==> config.mk <==
export PLATFORM = sky130hd
export DESIGN_NAME = timer_bridge_flat
export DESIGN_NICKNAME = d
export VERILOG_FILES = /design/src/rtl/timer_bridge_pkg.sv /design/src/rtl/timer_bridge_if.sv /design/src/rtl/timer_bridge_rr_arb2.sv /design/src/rtl/timer_bridge.sv /design/src/flat_wrapper.sv
export SDC_FILE = /design/constraint.sdc
export NUM_CORES = 1
export LEC_CHECK = 0
export CORE_MARGIN = 3
export CORE_UTILIZATION = 30
export DETAILED_ROUTE_END_ITERATION = 8
export PLACE_DENSITY = 0.68
export SYNTH_ARGS = -nofsm -noshare
export SYNTH_HDL_FRONTEND = slang
export SYNTH_SLANG_ARGS = --single-unit
==> constraint.sdc <==
create_clock -name clk -period 1.6 [get_ports clk]
set_clock_uncertainty 0.2 [all_clocks]
set_input_delay 0.16 -clock clk [delete_from_list [all_inputs] [get_ports clk]]
set_output_delay 0.16 -clock clk [all_outputs]
set_load 0.005 [all_outputs]
==> src/rtl/timer_bridge_pkg.sv <==
//------------------------------------------------------------------------------
// Module  : timer_bridge_pkg
// Brief   : Shared types and register-map constants for the timer bridge.
// Rev     : 1.0  initial release
//------------------------------------------------------------------------------
`timescale 1ns/1ps
`default_nettype none

package timer_bridge_pkg;

    typedef enum logic [1:0] {
        IDLE  = 2'd0,
        ISSUE = 2'd1,
        RESP  = 2'd2
    } state_t;

    localparam logic [1:0] REG_CTRL   = 2'd0;
    localparam logic [1:0] REG_PRESET = 2'd1;
    localparam logic [1:0] REG_COUNT  = 2'd2;

    localparam int TIMER_SEL_BIT = 4;
    localparam int ADDR_LSB      = 2;

    // Which pending bit an access clears: only a write to a timer's ctrl register.
    function automatic logic [1:0] ctrl_clear_mask(input logic we, input logic [2:0] addr);
        logic [1:0] mask;
        mask = 2'b00;
        if (we && addr[1:0] == REG_CTRL) begin
            mask[addr[TIMER_SEL_BIT-ADDR_LSB]] = 1'b1;
        end
        return mask;
    endfunction

endpackage

`default_nettype wire

==> src/rtl/timer_bridge_if.sv <==
//------------------------------------------------------------------------------
// Module  : timer_bridge_if
// Brief   : One requester port of the timer bridge (req/ack word access).
// Rev     : 1.0  initial release
//------------------------------------------------------------------------------
`timescale 1ns/1ps
`default_nettype none

interface timer_bridge_if;
    logic        req;
    logic [2:0]  addr;
    logic        we;
    logic [31:0] wdata;
    logic        ack;
    logic [31:0] rdata;

    modport master (output req, addr, we, wdata, input  ack, rdata);
    modport slave  (input  req, addr, we, wdata, output ack, rdata);
endinterface

`default_nettype wire

==> src/rtl/timer_bridge_rr_arb2.sv <==
//------------------------------------------------------------------------------
// Module  : rr_arb2
// Brief   : Two-way round-robin arbiter; priority flips to the loser on grant.
// Rev     : 1.0  initial release
//------------------------------------------------------------------------------
`timescale 1ns/1ps
`default_nettype none

module rr_arb2 (
    input  logic       clk,
    input  logic       reset_n,
    input  logic [1:0] req,
    input  logic       advance,
    output logic [1:0] grant
);

    logic r_prio;

    always_comb begin
        grant = req;
        if (req == 2'b11) begin
            grant = r_prio ? 2'b10 : 2'b01;
        end
    end

    // A grant to master 0 hands priority to master 1 and vice versa.
    always_ff @(posedge clk or negedge reset_n) begin
        if (!reset_n) begin
            r_prio <= 1'b0;
        end else if (advance && (|grant)) begin
            r_prio <= grant[0];
        end
    end

endmodule

`default_nettype wire

==> src/rtl/timer_bridge.sv <==
//------------------------------------------------------------------------------
// Module  : timer_bridge
// Brief   : Arbitrates two masters onto the shared timer register port and
//           latches the timer interrupts into sticky pending bits.
// Rev     : 1.0  initial release
//------------------------------------------------------------------------------
`timescale 1ns/1ps
`default_nettype none

module timer_bridge
    import timer_bridge_pkg::*;
(
    input  logic         clk,
    input  logic         reset_n,
    timer_bridge_if.slave m0,
    timer_bridge_if.slave m1,
    output logic [1:0]   dev_addr,
    output logic [31:0]  dev_wdata,
    output logic         dev_we0,
    output logic         dev_we1,
    input  logic [31:0]  dev_rdata0,
    input  logic [31:0]  dev_rdata1,
    input  logic         irq0,
    input  logic         irq1,
    output logic [1:0]   hwint
);

    localparam int c_sel_idx = TIMER_SEL_BIT - ADDR_LSB;

    state_t      r_state;
    state_t      w_next;
    logic [2:0]  r_addr;
    logic        r_we;
    logic [31:0] r_wdata;
    logic        r_owner;
    logic [31:0] r_rdata0;
    logic [31:0] r_rdata1;
    logic [1:0]  r_pend;

    logic [1:0]  w_req;
    logic [1:0]  w_grant;
    logic        w_start;
    logic [1:0]  w_clr;
    logic [31:0] w_dev_rdata;
    logic        w_we0;
    logic        w_we1;
    logic        w_ack0;
    logic        w_ack1;

    assign w_req   = {m1.req, m0.req};
    assign w_start = (r_state == IDLE) && (|w_req);

    rr_arb2 u_arb (
        .clk     (clk),
        .reset_n (reset_n),
        .req     (w_req),
        .advance (w_start),
        .grant   (w_grant)
    );

    always_ff @(posedge clk or negedge reset_n) begin
        if (!reset_n) begin
            r_state <= IDLE;
        end else begin
            r_state <= w_next;
        end
    end

    always_comb begin
        w_next = r_state;
        case (r_state)
            IDLE:    if (|w_req) w_next = ISSUE;
            ISSUE:   w_next = RESP;
            RESP:    w_next = IDLE;
            default: w_next = IDLE;
        endcase
    end

    always_comb begin
        w_we0  = 1'b0;
        w_we1  = 1'b0;
        w_ack0 = 1'b0;
        w_ack1 = 1'b0;
        case (r_state)
            ISSUE: begin
                if (r_we) begin
                    if (r_addr[c_sel_idx]) w_we1 = 1'b1;
                    else                   w_we0 = 1'b1;
                end
            end
            RESP: begin
                if (r_owner) w_ack1 = 1'b1;
                else         w_ack0 = 1'b1;
            end
            default: ;
        endcase
    end

    assign w_dev_rdata = r_addr[c_sel_idx] ? dev_rdata1 : dev_rdata0;
    assign w_clr       = (r_state == ISSUE) ? ctrl_clear_mask(r_we, r_addr) : 2'b00;

    // Transfer registers stay loaded after the access so the device port holds its last value.
    always_ff @(posedge clk or negedge reset_n) begin
        if (!reset_n) begin
            r_addr   <= 3'd0;
            r_we     <= 1'b0;
            r_wdata  <= 32'd0;
            r_owner  <= 1'b0;
            r_rdata0 <= 32'd0;
            r_rdata1 <= 32'd0;
            r_pend   <= 2'b00;
        end else begin
            if (w_start) begin
                r_owner <= w_grant[1];
                r_addr  <= w_grant[1] ? m1.addr  : m0.addr;
                r_we    <= w_grant[1] ? m1.we    : m0.we;
                r_wdata <= w_grant[1] ? m1.wdata : m0.wdata;
            end
            if (r_state == ISSUE) begin
                if (r_owner) r_rdata1 <= w_dev_rdata;
                else         r_rdata0 <= w_dev_rdata;
            end
            // A still-asserted level wins over a same-cycle clear.
            r_pend <= {irq1, irq0} | (r_pend & ~w_clr);
        end
    end

    assign dev_addr  = r_addr[1:0];
    assign dev_wdata = r_wdata;
    assign dev_we0   = w_we0;
    assign dev_we1   = w_we1;
    assign m0.ack    = w_ack0;
    assign m1.ack    = w_ack1;
    assign m0.rdata  = r_rdata0;
    assign m1.rdata  = r_rdata1;
    assign hwint     = r_pend;

endmodule

`default_nettype wire

==> src/flat_wrapper.sv <==
// flat-port wrapper written by rule: the top's interface ports become plain ports
module timer_bridge_flat import timer_bridge_pkg::*;
  (clk, reset_n, dev_addr, dev_wdata, dev_we0, dev_we1, dev_rdata0, dev_rdata1, irq0, irq1, hwint, m0_req, m0_addr, m0_we, m0_wdata, m0_ack, m0_rdata, m1_req, m1_addr, m1_we, m1_wdata, m1_ack, m1_rdata);
  timer_bridge_if m0_i ();
  timer_bridge_if m1_i ();
  input  logic clk;
  input  logic reset_n;
  output logic [1:0] dev_addr;
  output logic [31:0] dev_wdata;
  output logic dev_we0;
  output logic dev_we1;
  input  logic [31:0] dev_rdata0;
  input  logic [31:0] dev_rdata1;
  input  logic irq0;
  input  logic irq1;
  output logic [1:0] hwint;
  input wire logic [$bits(m0_i.req)-1:0] m0_req;
  input wire logic [$bits(m0_i.addr)-1:0] m0_addr;
  input wire logic [$bits(m0_i.we)-1:0] m0_we;
  input wire logic [$bits(m0_i.wdata)-1:0] m0_wdata;
  output wire logic [$bits(m0_i.ack)-1:0] m0_ack;
  output wire logic [$bits(m0_i.rdata)-1:0] m0_rdata;
  input wire logic [$bits(m1_i.req)-1:0] m1_req;
  input wire logic [$bits(m1_i.addr)-1:0] m1_addr;
  input wire logic [$bits(m1_i.we)-1:0] m1_we;
  input wire logic [$bits(m1_i.wdata)-1:0] m1_wdata;
  output wire logic [$bits(m1_i.ack)-1:0] m1_ack;
  output wire logic [$bits(m1_i.rdata)-1:0] m1_rdata;
  assign m0_i.req = m0_req;
  assign m0_i.addr = m0_addr;
  assign m0_i.we = m0_we;
  assign m0_i.wdata = m0_wdata;
  assign m0_ack = m0_i.ack;
  assign m0_rdata = m0_i.rdata;
  assign m1_i.req = m1_req;
  assign m1_i.addr = m1_addr;
  assign m1_i.we = m1_we;
  assign m1_i.wdata = m1_wdata;
  assign m1_ack = m1_i.ack;
  assign m1_rdata = m1_i.rdata;
  timer_bridge u_core (.clk(clk), .reset_n(reset_n), .m0(m0_i), .m1(m1_i), .dev_addr(dev_addr), .dev_wdata(dev_wdata), .dev_we0(dev_we0), .dev_we1(dev_we1), .dev_rdata0(dev_rdata0), .dev_rdata1(dev_rdata1), .irq0(irq0), .irq1(irq1), .hwint(hwint));
endmodule
* Word-level counts from Yosys, hierarchy flattened
Cells that the tools add are included.
** Word-level totals
- Output and inout bits :: 104
- Logic and storage cells :: 51
- Input port bits :: 142
- Register bits :: 106
** Operators by class
- $lt $le $gt $ge :: 2
- Bitwise operators :: 4
- Equality and inequality tests :: 4
- Reductions and logical operators :: 10
- Muxes and demuxes :: 22
** Operators by type and width (count)
- $mux 32 :: 2
- $mux 1 :: 12
- $mux 2 :: 5
- $eq 2x2->1 const B :: 2
- $logic_and 1x1->1 :: 4
- $logic_not 2->1 :: 2
- $pmux 2 s2 :: 1
- $reduce_and 2->1 :: 2
- $reduce_or 2->1 :: 2
- $mux 3 :: 1
- $and 2x2->2 :: 1
- $eq 2x1->1 const B :: 1
- $lt 1x2->1 const B :: 1
- $ne 2x2->1 const B :: 1
- $not 2->2 :: 1
- $or 2x2->2 :: 1
- $demux 1 s1 :: 1
- $ge 1x1->1 const B :: 1
- $not 1->1 :: 1

* Depth between registers and ports, before layout
Gate-level depths: netlist of the first run.
- Depth in word-level cells :: 9
- Mapped depth :: 6
- Depth with buffers taken out :: 3

* Modules after synthesis
From an unflattened synthesis of the first run, not the netlist that was laid out.
** Unflattened totals
- Cell total of the unflattened synthesis :: 387
- Area total of the unflattened synthesis :: 4808.4 µm²
** By module, submodules not included
- timer_bridge :: seq. area each 2627.5 µm², area an instance 4753.3 µm², times used 1, cells an instance 381
- rr_arb2 :: seq. area each 25.0 µm², area an instance 55.1 µm², times used 1, cells an instance 6

* Least setup slack after synthesis of the first run
No wires, ideal clock.
- Kind :: reg2reg
- From :: reg u_core.u_arb.r_prio
- To :: reg u_core.r_wdata[13], in the netlist u_core.dev_wdata[13]
- Arrival :: 1188 ps
- Setup slack :: 131 ps
- Library setup time :: 81 ps
- Period minus slack after synthesis :: 1469 ps
- Stages on the path, launching flop included :: 6
- Data required time :: 1319 ps
- Path buffers :: 2
- Cell sequence :: dfrtp_1 nand2b_1 buf_2 buf_1 nand3_1 a31oi_2
** On the way
- Cells in the longest elaborated chain, start to end :: 3
** RTL lines
- start: declaration :: line timer_bridge_rr_arb2.sv:17 : logic r_prio;
- start signal: assignment :: line timer_bridge_rr_arb2.sv:31 : r_prio <= grant[0];
- $mux 2 :: line timer_bridge_rr_arb2.sv:22 : grant = r_prio ? 2'b10 : 2'b01;
- $mux 2 :: line timer_bridge_rr_arb2.sv:21 : if (req == 2'b11) begin
- $mux 32 :: line timer_bridge.sv:117 : r_wdata <= w_grant[1] ? m1.wdata : m0.wdata;
- end signal: assignment :: line timer_bridge.sv:117
- end: declaration :: line timer_bridge.sv:34 : logic [31:0] r_wdata;
Every way passes these cells.
A chain may end at the register's enable or synchronous reset.

* Final worst setup path of the first run
- From :: reg u_core.r_state[1]
- To :: reg u_core.r_rdata0[9], in the netlist u_core.m0.rdata[9]
** On the way
- Cells in the longest elaborated chain, start to end :: 2
** RTL lines
- start: declaration :: line timer_bridge.sv:30 : state_t r_state;
- start signal: assignment :: line timer_bridge.sv:65 : r_state <= w_next;
- $eq 2x1->1 :: line timer_bridge.sv:119 : if (r_state == ISSUE) begin
- $reduce_and 2->1 (no source line)
- end signal: assignment :: line timer_bridge.sv:121 : else r_rdata0 <= w_dev_rdata;
- end: declaration :: line timer_bridge.sv:36 : logic [31:0] r_rdata0;
Every way passes these cells.

==> impl_metrics.yaml, run 1 <==
clock_tree:
  cts_made_buffers: 9
  htreeDepth: 3
  cts-root-buf: "clkbuf_16"
  clock_sinks: 106
  clkTransAtPathRegs_ns: 0.08
  cts_tree: "done"
  clk_latency_ns: 0.35
  cts_max_path_buffers: 2
floorplanning:
  core_area_sq_um: 15540
  ios: 246
  start_util_pct: 31.26
  die_h_um: 133.3
  die-area_sq_um: 17760
  rows: 45
  die_x_um: 133.3
global_routing:
  grt_use_total_pct: 19.28
  antenna_found_initial: 0
  grt_max_degree: 65
  first_global_vias: 5157
  grt_pass1_wl_mm: 27.26
  grt_overflow_total: 0
pwr:
  power.density_nw_per_um2: 1857
  p_leak_nw: 3.852
  vdd_ir_drop_max_v: 0.0007226
timing:
  slew_headroom_pct: 68.79
  setup_viol: 72
  slew_viol_final: 0
  post-route-min-period_ns: 1.763
  setup_slack_ns: -0.1634
  fin_tns_setup_ns: -6.575
  finalHoldViolCount: 0
  min_period_over_period_pct: 110.2
  worst_pin_slew_ns: 0.4682
  rsz0062_at_grt: "yes"
  fmax_mhz: 567.1
placement:
  dp.cells: 914
  placed_area_sq_um: 7635
  place_ws_ns: -0.3129
  gp_congestion: 0.8518
  portBuffers: 245
  dp_hpwl_mm: 11.81
setup_path:
  startpoint: "u_core.r_state[1]"
  crit_fanout: 8
  crit_type: "flop to flop"
  worstSetupEndpointType: "flop"
  worst_ep_arrival_time_ns: 1.84
  rr_startpoint: "u_core.r_state[1]"
  worstPathRequired_ns: 1.68
  cp-start-kind: "flop"
job:
  cap_viol_max_count: 0
synthesis:
  yosysUniqueCellTypes: 27
  synth_area_leaders: "dfrtp_1 (55%), a31oi_2 (7.5%), a21oi_1 (7.1%)"
  mappedNetlistArea_sq_um: 4858
  synth_nets: 620
  synth_top_area_cell: "dfrtp_1"
  yosysSeqAreaShare_pct: 54.60
  yosysWarnings: 0
  synthDominantCellAreaShare_pct: 54.60
  synth_cells: 478
  synth_area_per_cell_sq_um: 10.16
  synth_seq_cells: 106
min_path:
  hold_class: "primary input to asynchronous set/reset pin"
run_status:
  status: "complete, but fails checks"
  violations: "setup timing"
cells_and_area:
  final_cells: 975
  design_area_sq_um: 9107
  nets: 901
  diodes: 0
  drive_above_1_share_pct: 25.65
  syn2layout_area_growth_pct: 87.46
  fill_cells: 1277
detailed_routing:
  final_antenna_net_count: 0
  drc: 0
  dr.first_iter.drc_count: 183
  wl_per_cell_um: 19.27
  drt-pass1-iter-count: 4
  routed_wl_mm: 18.79
  via_per_inst: 5.068
  vias: 4941
-- report_power, final --
part           internal, mW  switching (mW)
clock                  1.12            1.04
combinational          5.46            4.47
sequential             4.01           0.817
-- cell usage after synthesis (all sizes together) --
cell type  count
a31oi         37
nand2b         1
dfrtp        106
inv            1
o21ai         68
a21o           2
nor2b          2
nand3b         1
a21oi         69
nand2         35
nand3         36
clkbuf        19
mux2i         32
or2            1
and4bb         1
and3b          1
nor2          34
and2           1
nor3b          2
a32o           1
and4b          1
buf           27
-- metal layers --
metal | vias to the layer above | wire length, um | GRT usage (%)
li1 | 2272 | - | -
met1 | 2378 | 7535 | 23.07
met2 | 261 | 9088 | 31.80
met3 | 30 | 1666 | 6.571
met4 | 0 | 499 | 8.114
met5 | - | 0 | 0
-- cell usage in the layout (no fill, tap or decap), drive strengths merged --
| master | count |
|---|---|
| buf | 71 |
| clkinvlp | 1 |
| nand2b | 1 |
| dlygate4sd3 | 1 |
| and4b | 1 |
| nand3 | 36 |
| or2 | 1 |
| and2 | 2 |
| clkbuf | 13 |
| nand3b | 1 |
| mux2i | 32 |
| inv | 3 |
| nor2 | 34 |
| a32o | 1 |
| dlygate4sd2 | 53 |
| nor3b | 2 |
| clkdlybuf4s50 | 155 |
| dfrtp | 106 |
| and4bb | 1 |
| a21o | 2 |
| a31oi | 37 |
| and3b | 1 |
| clkinv | 3 |
| nor2b | 2 |
| o21ai | 68 |
| dlymetal6s2s | 32 |
| a21oi | 69 |
| nand2 | 35 |
-- per-stage QoR --
stage	hold WS, ns	power, mW	util, %
6_report	0.08357	16.91	58.61
4_1_cts	0.06936	16.03	55.13
2_1_floorplan	-0.3356	8.022	-
5_1_grt	0.1005	17.90	58.61
3_5_place_dp	-0.1037	12.07	49.13
3_3_place_gp	-0.1107	11.83	49.13
-- final cells by class --
class	count	area (sq um)	share of cell area, %
Clock buffer	10	239.0	2.624
Clock inverter	6	50.05	0.5495
Inverter	1	3.754	0.04121
Multi-Input combinational cell	326	2544	27.93
Sequential cell	106	2658	29.18
Tap cell	211	264.0	2.899
Timing Repair Buffer	315	3349	36.78
-- path summary, 6_finish.rpt --
kind                                        endpoint  slack (ns)  cells after the start
worst max-delay path              u_core.m0.rdata[9]       -0.16                      7
max in group asynchronous       u_core.dev_wdata[13]        0.45                      3
worst min register to register    u_core.m1.rdata[2]        0.28                      2
min in group clk                 u_core.dev_wdata[0]        0.18                      3
worst max register to register    u_core.m0.rdata[9]       -0.16                      7
worst min-delay path             u_core.m0.rdata[29]        0.08                      2
-- flip-flops by register name, indices dropped and copies added, names as in the netlist --
register             cells
u_core.r_we              1
u_core.hwint             2
u_core.r_state           2
u_core.u_arb.r_prio      1
u_core.m1.rdata         32
u_core.r_owner           1
u_core.m0.rdata         32
u_core.r_addr            3
u_core.dev_wdata        32
-- repair_timing --
action,CTS,global route
hold buffers,1,0
setup buffers,27,10
pin swaps,6,5
cloned,7,5
endpoints found under the setup margin,125,121
gates resized for setup,124,121
hold endpoints to repair,106,0
-- worst max-delay path, stage by stage (launching register included) --
cell and delay [ns]:
dfrtp_2 0.43, buf_6 0.12, buf_4 0.13, nor3b_4 0.24, buf_6 0.20, clkbuf_16 0.19
nor2_2 0.04, a21oi_1 0.12
-- kinds of logic (layout without fill, tap and decap cells) --
family                 after synthesis  after routing  synth area share (%)
buffers and inverters               47            332                 4.841
multiplexers                        32             32                 6.593
AND/OR/NAND/NOR                    116            117                 10.84
AO/OA/AOI/OAI                      177            177                 23.13
flip-flops                         106            106                 54.60
No activity file was read; power rests on OpenSTA's default activity.
==> run 2: changes to the inputs <==
CORE_MARGIN = 2   (was 3)
==> impl_metrics.yaml, run 2 (synthesized netlist as in run 1, its figures left out) <==
global_routing:
  grt_pass1_wl_mm: 26.19
  first_global_vias: 4885
  grt_max_degree: 65
  grt_use_total_pct: 19.17
  antenna_found_initial: 0
  grt_overflow_total: 0
timing:
  fmax_mhz: 590.4
  finalHoldViolCount: 0
  slew_headroom_pct: 72.16
  worst_pin_slew_ns: 0.4060
  setup_slack_ns: -0.09374
  hold_ws_ns: 0.1617
  min_period_over_period_pct: 105.9
  slew_viol_final: 0
  rsz0062_at_grt: "yes"
  post-route-min-period_ns: 1.694
  setup_viol: 90
detailed_routing:
  wl_per_cell_um: 20.62
  vias: 5065
  final_antenna_net_count: 0
  drt-pass1-iter-count: 4
  via_per_inst: 5.137
  drc: 0
  dr.first_iter.drc_count: 246
  routed_wl_mm: 20.33
cells_and_area:
  final_common_cell: "clkdlybuf4s50_1"
  diodes: 0
  syn2layout_area_growth_pct: 92.33
  nets: 907
  final_cells: 986
  fill_cells: 1290
  layout_common_cells: "clkdlybuf4s50_1 (150), dfrtp_1 (104), dlymetal6s2s_1 (56), o21ai_0 (38), nand3_1 (36)"
  drive_above_1_share_pct: 28.83
clock_tree:
  cts-root-buf: "clkbuf_16"
  clock_sinks: 106
  cts_made_buffers: 9
  cts_tree: "done"
  clkTransAtPathRegs_ns: 0.08
  clk_latency_ns: 0.35
  cts_max_path_buffers: 2
  htreeDepth: 3
setup_path:
  crit_fanout: 8
  cp-start-kind: "flop"
  worst_ep_arrival_time_ns: 1.78
  worstSetupEndpointType: "flop"
  path_delay_family: "buffers and inverters"
  r2r_cells: 8
  crit_type: "flop to flop"
  crit_slowest_cell: "dfrtp_1"
  crit_buf_inv: 5
  cpMostUsedCell: "buf_6"
  worstPathRequired_ns: 1.68
  crit_chain: "buf_6, buf_6, nor3b_4, buf_6, buf_6, clkbuf_16, nor2_4, a21oi_2"
  cpPeakStageDelay_ns: 0.41
  path_depth: 8
placement:
  dp.cells: 920
  dp_hpwl_mm: 11.46
  portBuffers: 245
  gp_congestion: 0.7767
pwr:
  power.density_nw_per_um2: 1879
  p_leak_nw: 4.143
  vdd_ir_drop_max_v: 0.0007047
floorplanning:
  core_area_sq_um: 15890
  rows: 46
  die_h_um: 131.3
  start_util_pct: 30.58
  die-area_sq_um: 17230
  ios: 246
  die_x_um: 131.3
run_status:
  violations: "setup timing"
  status: "complete, but fails checks"
min_path:
  hold_class: "primary input to asynchronous set/reset pin"
job:
  cap_viol_max_count: 0
run 2: cell count changes in the layout (fill, tap and decap cells not counted), sizes merged:
| cell | before | now |
|---|---|---|
| bufinv | 0 | 1 |
| buf | 71 | 70 |
| dlymetal6s2s | 32 | 56 |
| clkdlybuf4s50 | 155 | 150 |
| dlygate4sd2 | 53 | 34 |
| clkbuf | 13 | 20 |
| clkinv | 3 | 2 |
run 2: metal layers:
| layer | track usage (%) | part of all wire [%] | wire length [um] | vias to the layer above |
|---|---|---|---|---|
| li1 | - | - | - | 2282 |
| met1 | 22.37 | 37 | 7586 | 2468 |
| met2 | 33.39 | 52 | 10550 | 272 |
| met3 | 5.517 | 7.8 | 1578 | 43 |
| met4 | 7.246 | 3.0 | 611 | 0 |
| met5 | 0 | 0 | 0 | - |
run 2: area by class of cell:
cell class | instances | area [sq um] | share of cell area [%]
Clock inverter | 6 | 75.07 | 0.8034
Clock buffer | 10 | 229.0 | 2.450
Sequential cell | 106 | 2655 | 28.41
Inverter | 1 | 3.754 | 0.04017
Tap cell | 216 | 270.3 | 2.892
Timing Repair Buffer | 321 | 3545 | 37.94
Multi-Input combinational cell | 326 | 2566 | 27.46
run 2: worst paths after layout:
check	end	start	slack, ns
max in group asynchronous	u_core.r_state[0]	reset_n	0.73
min reg2reg	u_core.m1.rdata[28]	u_core.m1.rdata[28]	0.28
max	u_core.m0.rdata[21]	u_core.r_state[1]	-0.09
min	u_core.u_arb.r_prio	reset_n	0.16
min in group clk	u_core.hwint[1]	irq1	0.17
max reg2reg	u_core.m0.rdata[21]	u_core.r_state[1]	-0.09
run 2: through the flow:
stage	power, mW	TNS [ns]	util, %	setup WS (ns)	cell area (sq um)
3_5_place_dp	12.14	-8.758	48.34	-0.2563	7679
3_3_place_gp	11.86	-6.778	48.34	-0.1895	7679
2_1_floorplan	8.022	0	-	0.1311	4858
5_1_grt	18.45	-8.514	58.82	-0.1367	9344
6_report	17.56	-4.279	58.82	-0.09374	9344
4_1_cts	15.10	-6.392	51.82	-0.1293	8232
run 2: repair_timing:
item | 4_1_cts | 5_1_grt
setup buffers | 15 | 21
hold buffers | 1 | 0
cloned | 4 | 13
endpoints found under the setup margin | 108 | 161
endpoints found under the hold margin | 106 | 0
pin swaps | 10 | 8
resized for setup | 66 | 229
run 2: worst reg2reg max path, stage by stage (launching register included):
cell and delay, ns:
dfrtp_1 0.41, buf_6 0.13, buf_6 0.11, nor3b_4 0.18, buf_6 0.15, buf_6 0.12
clkbuf_16 0.18, nor2_4 0.04, a21oi_2 0.11
run 2: report_power, final:
part           switching, mW  internal [mW]
Combinational           4.85           5.53
Clock                   1.09           1.24
Sequential             0.850           4.00
Total                   6.79           10.8
